`src/rtl/parallel_out_pkg.sv`:
```
`default_nettype none
// ============================================================================
// Module   : parallel_out_pkg
// Purpose  : Shared types and the register update function for parallel_out_bank.
// Revision : 1.0 - initial release
// ============================================================================
package parallel_out_pkg;

  // Widest channel the update function supports; channels zero-extend into it.
  localparam int c_MAX_W = 64;

  typedef enum logic [1:0] {
    OP_WRITE = 2'd0,
    OP_SET   = 2'd1,
    OP_CLR   = 2'd2,
    OP_TGL   = 2'd3
  } pout_op_e;

  function automatic logic [c_MAX_W-1:0] apply_op(
    input pout_op_e             op,
    input logic [c_MAX_W-1:0]   cur,
    input logic [c_MAX_W-1:0]   din
  );
    logic [c_MAX_W-1:0] res;
    case (op)
      OP_WRITE: res = din;
      OP_SET:   res = cur | din;
      OP_CLR:   res = cur & ~din;
      OP_TGL:   res = cur ^ din;
      default:  res = din;
    endcase
    return res;
  endfunction

endpackage
`default_nettype wire

```
`src/rtl/pout_channel.sv`:
```
`default_nettype none
// ============================================================================
// Module   : pout_channel
// Purpose  : One output channel: data register, op apply, stretched update strobe.
// Revision : 1.0 - initial release
// ============================================================================
module pout_channel
  import parallel_out_pkg::*;
#(
  parameter int DATA_W     = 8,
  parameter int STROBE_LEN = 4
) (
  input  logic              clk,
  input  logic              rst_n,
  input  logic              upd,
  input  pout_op_e          op,
  input  logic [DATA_W-1:0] din,
  output logic [DATA_W-1:0] q,
  output logic              strobe
);

  localparam int                 c_CNT_W = $clog2(STROBE_LEN + 1);
  localparam logic [c_CNT_W-1:0] c_LOAD  = c_CNT_W'(STROBE_LEN);

  logic [DATA_W-1:0]  q_q, q_d;
  logic [c_CNT_W-1:0] cnt_q, cnt_d;
  logic [c_MAX_W-1:0] w_next_ext;
  logic               w_unused_ext;

  always_comb begin
    w_next_ext = apply_op(op, c_MAX_W'(q_q), c_MAX_W'(din));
    q_d        = q_q;
    cnt_d      = cnt_q;
    if (upd) begin
      q_d   = w_next_ext[DATA_W-1:0];
      // Every update restarts the count, so the pulse ends STROBE_LEN after the last write.
      cnt_d = c_LOAD;
    end else if (cnt_q != '0) begin
      cnt_d = cnt_q - 1'b1;
    end
  end

  assign w_unused_ext = ^w_next_ext;

  always_ff @(posedge clk or negedge rst_n) begin
    if (!rst_n) begin
      q_q   <= '0;
      cnt_q <= '0;
    end else begin
      q_q   <= q_d;
      cnt_q <= cnt_d;
    end
  end

  assign q      = q_q;
  assign strobe = (cnt_q != '0);

endmodule
`default_nettype wire

```
`src/rtl/parallel_out_bank.sv`:
```
`default_nettype none
// ============================================================================
// Module   : parallel_out_bank
// Purpose  : Memory-mapped bank of N_CH output registers with write/set/clear/toggle.
// Revision : 1.0 - initial release
// ============================================================================
module parallel_out_bank
  import parallel_out_pkg::*;
#(
  parameter int          DATA_W     = 8,
  parameter int          ADDR_W     = 8,
  parameter int          N_CH       = 4,
  parameter int unsigned BASE_ADDR  = 'hF0,
  parameter int          STROBE_LEN = 4
) (
  input  logic                     clk,
  input  logic                     rst_n,
  input  logic                     we,
  input  logic                     re,
  input  logic [ADDR_W-1:0]        address,
  input  logic [DATA_W-1:0]        regData,
  output logic [N_CH*DATA_W-1:0]   dataOut,
  output logic [N_CH-1:0]          strobe,
  output logic                     wren,
  output logic [DATA_W-1:0]        rd_data,
  output logic                     rd_valid
);

  localparam int                c_CH_W = (N_CH > 1) ? $clog2(N_CH) : 1;
  localparam logic [ADDR_W:0]   c_BASE = (ADDR_W + 1)'(BASE_ADDR);
  localparam logic [ADDR_W:0]   c_WIN  = (ADDR_W + 1)'(4 * N_CH);
  localparam logic [ADDR_W:0]   c_NCH  = (ADDR_W + 1)'(N_CH);

  if ((BASE_ADDR + 4 * N_CH) > (64'd1 << ADDR_W)) begin : g_bad_window
    $error("parallel_out_bank: window does not fit in the address space");
  end
  if (STROBE_LEN < 1) begin : g_bad_strobe
    $error("parallel_out_bank: STROBE_LEN must be at least 1");
  end
  if (DATA_W > c_MAX_W) begin : g_bad_width
    $error("parallel_out_bank: DATA_W exceeds supported width");
  end

  logic [ADDR_W:0]   w_addr_ext;
  logic [ADDR_W:0]   w_off;
  logic [ADDR_W:0]   w_div;
  logic [ADDR_W:0]   w_mod;
  logic              w_hit;
  logic              w_rd_hit;
  pout_op_e          w_op;
  logic [c_CH_W-1:0] w_ch;
  logic [DATA_W-1:0] w_rd_sel;
  logic              w_unused_bits;

  logic [DATA_W-1:0] rd_data_q;
  logic              rd_valid_q;

  // Extra top bit keeps the subtraction from wrapping below BASE_ADDR.
  assign w_addr_ext = {1'b0, address};
  assign w_off      = w_addr_ext - c_BASE;
  assign w_hit      = (w_addr_ext >= c_BASE) && (w_off < c_WIN);
  assign w_div      = w_off / c_NCH;
  assign w_mod      = w_off % c_NCH;
  assign w_op       = pout_op_e'(w_div[1:0]);
  assign w_ch       = w_mod[c_CH_W-1:0];
  assign w_unused_bits = ^{w_div[ADDR_W:2], w_mod};

  assign wren     = we & w_hit;
  assign w_rd_hit = re & w_hit;
  assign w_rd_sel = dataOut[w_ch*DATA_W +: DATA_W];

  for (genvar gi = 0; gi < N_CH; gi++) begin : g_ch
    pout_channel #(
      .DATA_W     (DATA_W),
      .STROBE_LEN (STROBE_LEN)
    ) u_ch (
      .clk    (clk),
      .rst_n  (rst_n),
      .upd    (wren && (w_ch == c_CH_W'(gi))),
      .op     (w_op),
      .din    (regData),
      .q      (dataOut[gi*DATA_W +: DATA_W]),
      .strobe (strobe[gi])
    );
  end

  // Read samples the register before this edge's write lands, giving the old value.
  always_ff @(posedge clk or negedge rst_n) begin
    if (!rst_n) begin
      rd_data_q  <= '0;
      rd_valid_q <= 1'b0;
    end else begin
      rd_valid_q <= w_rd_hit;
      if (w_rd_hit) begin
        rd_data_q <= w_rd_sel;
      end
    end
  end

  assign rd_data  = rd_data_q;
  assign rd_valid = rd_valid_q;

endmodule
`default_nettype wire

```
`config.mk`:
```
export PLATFORM = sky130hd
export DESIGN_NAME = parallel_out_bank
export DESIGN_NICKNAME = d
export VERILOG_FILES = /design/src/rtl/parallel_out_pkg.sv /design/src/rtl/pout_channel.sv /design/src/rtl/parallel_out_bank.sv
export SDC_FILE = /design/constraint.sdc
export NUM_CORES = 1
export LEC_CHECK = 0
export ABC_AREA = 1
export CORE_ASPECT_RATIO = 0.6
export CORE_MARGIN = 5
export CORE_UTILIZATION = 50
export CTS_CLUSTER_DIAMETER = 40
export DETAILED_ROUTE_END_ITERATION = 6
export MAX_ROUTING_LAYER = met4
export PLACE_DENSITY = 0.75
export SYNTH_ARGS = -nofsm -noshare
export SYNTH_HDL_FRONTEND = slang
export SYNTH_SLANG_ARGS = --single-unit
```
`constraint.sdc`:
```
create_clock -name clk -period 2 [get_ports clk]
set_input_delay 0.2 -clock clk [delete_from_list [all_inputs] [get_ports clk]]
set_output_delay 0.2 -clock clk [all_outputs]
set_load 0.02 [all_outputs]
```
---- After elaboration in Yosys (flattened, before gate mapping) ----
Index checks and enable logic that the tools add are counted.
operators by class
  multiplexer cells ....................... 12
  add/sub/neg operators ................... 5
  bitwise logic cells ..................... 15
  shifts and indexed selects .............. 1
  $lt $le $gt $ge ......................... 2
  reduce and logical (&&, ||, !) cells .... 15
  eq/ne operators ......................... 6
operators with widths
  kind                 number
  $pmux 8 s4           4
  $and 8x8->8          4
  $or 8x8->8           4
  $shiftx 32x6->8      1
  $xor 8x8->8          4
  $mux 3               8
  $reduce_bool 3->1    4
  $sub 3x1->3 const B  4
  $lt 9x5->1 const B   1
  $sub 8x8->9 const B  1
  $eq 2x2->1 const B   4
  $ge 8x8->1 const B   1
  $not 8->8            1
  $reduce_bool 2->1    4
  $logic_and 1x1->1    5
  $eq 2x1->1 const B   2
  $logic_not 2->1      2
  $and 1x1->1          2
word-level totals
  register bits after elaboration ......... 53
  bits of input ports ..................... 20
  logic and storage cells ................. 66

---- Depth between registers and ports, before layout ----
  word-level depth ........................ 6
  mapped depth ............................ 8

---- By module ----
A second synthesis with hierarchy kept.
second synthesis, totals
  cells, all modules ...................... 691
  area total of the unflattened synthesis .. 4742.0 um^2
by module, submodules not included
  module             cells each  instances  area each (um^2)  sequential area each (um^2)
  pout_channel       139         4          992.2             275.3
  parallel_out_bank  135         1          773.2             225.2

---- Worst setup path after synthesis ----
No wires, ideal clock.
  path kind ............................... input-to-reg
  from .................................... in address[4]
  to ...................................... reg g_ch[3].u_ch.q_q[0]
  path slack .............................. 0.681 ns
  data required time ...................... 1.935 ns
  stages .................................. 8
  setup time .............................. 0.065 ns
  arrival time ............................ 1.254 ns
  path through ............................ ha_1 -> inv_1 -> nand2_1 -> nor2_4 -> nand3_4 -> nor2_2 -> nand2_1 -> nand2_1
between the ends
  longest elaborated chain between the ends .. 5
ends and longest elaborated chain
  item                   RTL line                 text
  start, declared        parallel_out_bank.sv:20  input logic [ADDR_W-1:0] address,
  $sub 8x8->9            parallel_out_bank.sv:60  assign w_off = w_addr_ext - c_BASE;
  $lt 9x5->1             parallel_out_bank.sv:61  assign w_hit = (w_addr_ext >= c_BASE) && (w_off < c_WIN);
  $logic_and 1x1->1 (*)  parallel_out_bank.sv:61
  $and 1x1->1 (*)        parallel_out_bank.sv:68  assign wren = we & w_hit;
  $logic_and 1x1->1 (*)  parallel_out_bank.sv:79  .upd (wren && (w_ch == c_CH_W'(gi))),
  end signal, assigned   pout_channel.sv:50       q_q <= q_d;
  end, declared          pout_channel.sv:25       logic [DATA_W-1:0] q_q, q_d;
Mark *: on every way between the ends. The rest lies on a longest branch, timed or not.
A chain may end at the register's enable or synchronous reset.

---- Final worst setup path ----
  from .................................... reg g_ch[2].u_ch.cnt_q[0]
  to ...................................... out strobe[2]
between the ends
  longest elaborated chain between the ends .. 1
ends and longest elaborated chain
  item                    RTL line                 text
  start, declared         pout_channel.sv:26       logic [c_CNT_W-1:0] cnt_q, cnt_d;
  start signal, assigned  pout_channel.sv:51       cnt_q <= cnt_d;
  $reduce_bool 3->1       pout_channel.sv:56       assign strobe = (cnt_q != '0);
  end, declared           parallel_out_bank.sv:23  output logic [N_CH-1:0] strobe,
No other way between the ends.

==> tab_implementation.tex <==
\begin{tabular}{lr}
\hline
Metric & Value \\
\hline
\multicolumn{2}{l}{\textbf{Outcome}} \\
\quad Outcome & complete, no violations \\
\multicolumn{2}{l}{\textbf{Floorplanning}} \\
\quad Number of cell rows & 26 \\
\quad Num ports & 66 \\
\quad Die ar. & 10900 um\^{}2 \\
\quad Vertical extent of the die & 83.0 um \\
\quad Area of the placeable core & 8590 um\^{}2 \\
\quad Initial cell density of the core & 51.7\% \\
\quad Overall die width & 132 um \\
\multicolumn{2}{l}{\textbf{Routing}} \\
\quad Drt wl/cell & 15.1 um \\
\quad \# DRC & 0 \\
\quad Number of violations reported at the end of detailed-routing iteration 0 & 260 \\
\quad Vias/cell & 5.33 \\
\quad Detailed-routing iteration count for the pre-antenna-repair pass & 5 \\
\quad Number of routed nets with antenna violations & 0 \\
\quad Via count of the routed design & 4241 \\
\quad Total wire length after detailed routing & 12000 um \\
\multicolumn{2}{l}{\textbf{Worst setup path}} \\
\quad Critical path launch point type & flip-flop \\
\quad WS Path Type & reg2out \\
\quad Largest driver fanout on the critical path & 4 \\
\quad Nature of the critical path endpoint & output pin \\
\quad Startpoint of the worst register-to-register path & g\_ch[1].u\_ch.q[2]\$\_DFFE\_PN0P\_ \\
\quad Data required time at the worst endpoint & 1.80 ns \\
\quad Endpoint arrival time on the critical path & 1.71 ns \\
\quad Worst path slowest cell & sky130\_fd\_sc\_hd\_\_clkdlybuf4s50\_1 \\
\quad Critical path cell sequence & inv\_1 > ha\_1 > nand2\_1 > clkdlybuf4s50\_1 \\
\quad Critical path's largest stage delay & 0.61 ns \\
\quad Reg-to-Reg End & g\_ch[1].u\_ch.q[2]\$\_DFFE\_PN0P\_ \\
\quad Cells on worst reg2reg path & 6 \\
\quad Worst-case register-to-register setup slack & 0.77 ns \\
\multicolumn{2}{l}{\textbf{Global routing}} \\
\quad Global-route wire length before repair & 20400 um \\
\quad Tot GR Track Use & 23.0\% \\
\quad Number of global-route vias before repair & 4218 \\
\quad Maximum number of pins on one net before global-route repair & 54 \\
\quad Number of antenna violations at the first check in global routing & 0 \\
\quad Overall overflow remaining after global route & 0 \\
\multicolumn{2}{l}{\textbf{Clock network}} \\
\quad CTS tree & yes \\
\quad Post-CTS setup-driven buffer insertion count & 0 \\
\quad H-tree depth & 2 \\
\quad Root Driver & sky130\_fd\_sc\_hd\_\_clkbuf\_16 \\
\quad Maximum clock path buffer count & 2 \\
\quad Sinks on the clock net & 53 \\
\quad Clock network latency to the later pin of the worst-skew pair & 0.30 ns \\
\quad Number of CTS-inserted buffers & 5 \\
\quad Clock-pin transition on the worst setup and hold timing paths & 0.07 ns \\
\multicolumn{2}{l}{\textbf{Yosys}} \\
\quad Synth Net Count & 703 \\
\quad Count of cell types in the netlist & 22 \\
\quad Post-Syn Area per Cell & 7.28 um\^{}2 \\
\quad Register bit count reported by yosys & 53 \\
\quad Area share of the leading cell type in the synthesized netlist & 29.9\% \\
\quad Number of instances in the synthesized netlist & 610 \\
\quad Top post-synthesis cells by area & sky130\_fd\_sc\_hd\_\_dfrtp\_1 (30\%), sky130\_fd\_sc\_hd\_\_ha\_1 (21\%), sky130\_fd\_sc\_hd\_\_nand2\_1 (18\%) \\
\quad Seq/Total Area, Yosys & 29.9\% \\
\quad Netlist Area Pre-Place & 4440 um\^{}2 \\
\quad Post-synthesis cell type with the largest combined area & sky130\_fd\_sc\_hd\_\_dfrtp\_1 \\
\quad Number of synthesis warnings & 0 \\
\multicolumn{2}{l}{\textbf{Place}} \\
\quad IO Port Bufs & 65 \\
\quad Post-detailed-placement cell area & 5280 um\^{}2 \\
\quad Hpwl dp & 8740 um \\
\quad Global placement routability congestion & 0.819 \\
\multicolumn{2}{l}{\textbf{Power}} \\
\quad Pwr dens & 617 nW/um\^{}2 \\
\quad Peak supply drop & 0.572 mV \\
\quad Post-route total power & 3.36 mW \\
\quad Leakage power figure & 2.86 nW \\
\multicolumn{2}{l}{\textbf{Timing}} \\
\quad Final setup skew & 0.00435 ns \\
\quad Final-report hold violation count & 0 \\
\quad Maximum clock frequency & 524 MHz \\
\quad Tightest Pin Transition & 0.576 ns \\
\quad Number of failing setup endpoints in the final timing report & 0 \\
\quad Worst slack on hold paths & 0.418 ns \\
\quad Final count of pins violating max slew & 0 \\
\quad Post-route fraction of the period consumed by the critical path & 95.4\% \\
\quad Worst slew slack as a fraction of its limit & 61.5\% \\
\quad Shortest period the worst path allows & 1.91 ns \\
\quad Unrepaired setup endpoints after global routing & false \\
\multicolumn{2}{l}{\textbf{Job}} \\
\quad Number of max-cap violations & 0 \\
\multicolumn{2}{l}{\textbf{Finish}} \\
\quad Most common cell after layout, fill and taps aside & sky130\_fd\_sc\_hd\_\_nand2\_1 \\
\quad Proportion of layout cells with a drive suffix above 1 & 7.75\% \\
\quad Share of the core filled with cells & 63.4\% \\
\quad Synthesis-to-layout area growth & 22.5\% \\
\quad Diodes inserted & 0 \\
\quad Number of nets in the layout & 776 \\
\quad Most used cells in the layout excluding fill and tap cells & sky130\_fd\_sc\_hd\_\_nand2\_1 (210), sky130\_fd\_sc\_hd\_\_inv\_1 (100), sky130\_fd\_sc\_hd\_\_ha\_1 (73), sky130\_fd\_sc\_hd\_\_nand3\_1 (69), sky130\_fd\_sc\_hd\_\_clkdlybuf4s50\_1 (61) \\
\quad Finished layout cell area & 5440 um\^{}2 \\
\multicolumn{2}{l}{\textbf{Hold path}} \\
\quad Hold WC Path Type & in2async \\
\hline
\end{tabular}
-- kinds of logic (layout without fill, tap and decap cells) --
| kind of cell | after synthesis | count (layout) | share of synthesized area, % |
|---|---|---|---|
| compound gates | 11 | 11 | 1.41 |
| xor+xnor | 1 | 1 | 0.197 |
| fa+ha+maj | 73 | 73 | 20.6 |
| buf+inv | 129 | 203 | 12.2 |
| flops | 53 | 53 | 29.9 |
| simple gates | 343 | 343 | 35.8 |
-- routing by layer --
metal | share of wire [%] | GRT usage, % | up-vias
met1 | 46 | 30.6 | 2017
met5 | 0 | - | -
met2 | 47 | 36.5 | 130
li1 | - | - | 2078
met3 | 6.0 | 3.62 | 16
met4 | 1.3 | 6.72 | 0
-- where the power goes --
| part | switching (mW) | internal, mW | total [mW] |
|---|---|---|---|
| clock | 0.419 | 0.467 | 0.887 |
| combinational | 0.699 | 0.474 | 1.17 |
| sequential | 0.0782 | 1.22 | 1.30 |
| total | 1.20 | 2.16 | 3.36 |
-- sequential cells by signal, summed over array words and instances (netlist names) --
register and flops:
rd_valid 1, rd_data 8, g_ch.u_ch.cnt_q 12, g_ch.u_ch.q 32
-- how the worst max path moves through the flow --
| stage | end | depth (start not counted) | slack, ns | start |
|---|---|---|---|---|
| floorplan | g_ch[3].u_ch.q[0]$_DFFE_PN0P_ | 8 | 0.68 | address[4] |
| global placement | wren | 8 | -0.08 | address[4] |
| detailed placement | wren | 8 | -0.09 | address[4] |
| CTS | strobe[2] | 4 | 0.09 | g_ch[2].u_ch.cnt_q[0]$_DFFE_PN0P_ |
| global route | strobe[2] | 4 | 0.01 | g_ch[2].u_ch.cnt_q[0]$_DFFE_PN0P_ |
| finish | strobe[2] | 4 | 0.09 | g_ch[2].u_ch.cnt_q[0]$_DFFE_PN0P_ |
-- area by class of cell --
cell class | count | area, um^2
inverter | 104 | 390
multi-input combinational | 428 | 2570
timing repair buffer | 91 | 865
fill | 755 | 3150
clock buffer | 5 | 125
tap | 112 | 140
sequential | 53 | 1330
clock inverter | 3 | 21.3
-- stage by stage --
stage                     TNS, ns  setup WS, ns  instances
after detailed placement  -0.0944       -0.0944        787
after global placement    -0.0828       -0.0828        787
after global routing            0        0.0137        796
final                           0        0.0921        796
after CTS                       0        0.0904        796
after floorplan                 0         0.681        610
-- critical path: cells and delay by family, from the launching register on --
family	cells	cell delay, ns
buffers and inverters	2	0.68
adder cells (fa/ha/maj)	1	0.25
AND/OR/NAND/NOR	1	0.13
flip-flops	1	0.35
-- synthesized netlist by cell type --
| master | instances |
|---|---|
| sky130_fd_sc_hd__dfrtp_1 | 53 |
| sky130_fd_sc_hd__buf_6 | 2 |
| sky130_fd_sc_hd__ha_1 | 73 |
| sky130_fd_sc_hd__nor2_1 | 6 |
| sky130_fd_sc_hd__buf_4 | 7 |
| sky130_fd_sc_hd__nand3_1 | 69 |
| sky130_fd_sc_hd__o211ai_1 | 3 |
| sky130_fd_sc_hd__xnor2_1 | 1 |
| sky130_fd_sc_hd__inv_1 | 100 |
| sky130_fd_sc_hd__nand3_2 | 3 |
| sky130_fd_sc_hd__nand4_2 | 2 |
| sky130_fd_sc_hd__nand3_4 | 1 |
| sky130_fd_sc_hd__inv_2 | 2 |
| sky130_fd_sc_hd__buf_2 | 13 |
| sky130_fd_sc_hd__a21oi_1 | 3 |
| sky130_fd_sc_hd__o21ai_0 | 5 |
| sky130_fd_sc_hd__clkbuf_1 | 3 |
| sky130_fd_sc_hd__nor2_2 | 3 |
| sky130_fd_sc_hd__nand2_1 | 210 |
| sky130_fd_sc_hd__nand4_1 | 42 |
| sky130_fd_sc_hd__nor2_4 | 7 |
| sky130_fd_sc_hd__clkinv_1 | 2 |
-- what timing repair did --
item	CTS	global route
endpoints found under the setup margin	1	1
gates cloned	0	0
hold endpoints to repair	53	0
hold buffers	1	0
resized for setup	1	1
No activity file was read; power rests on OpenSTA's default activity.
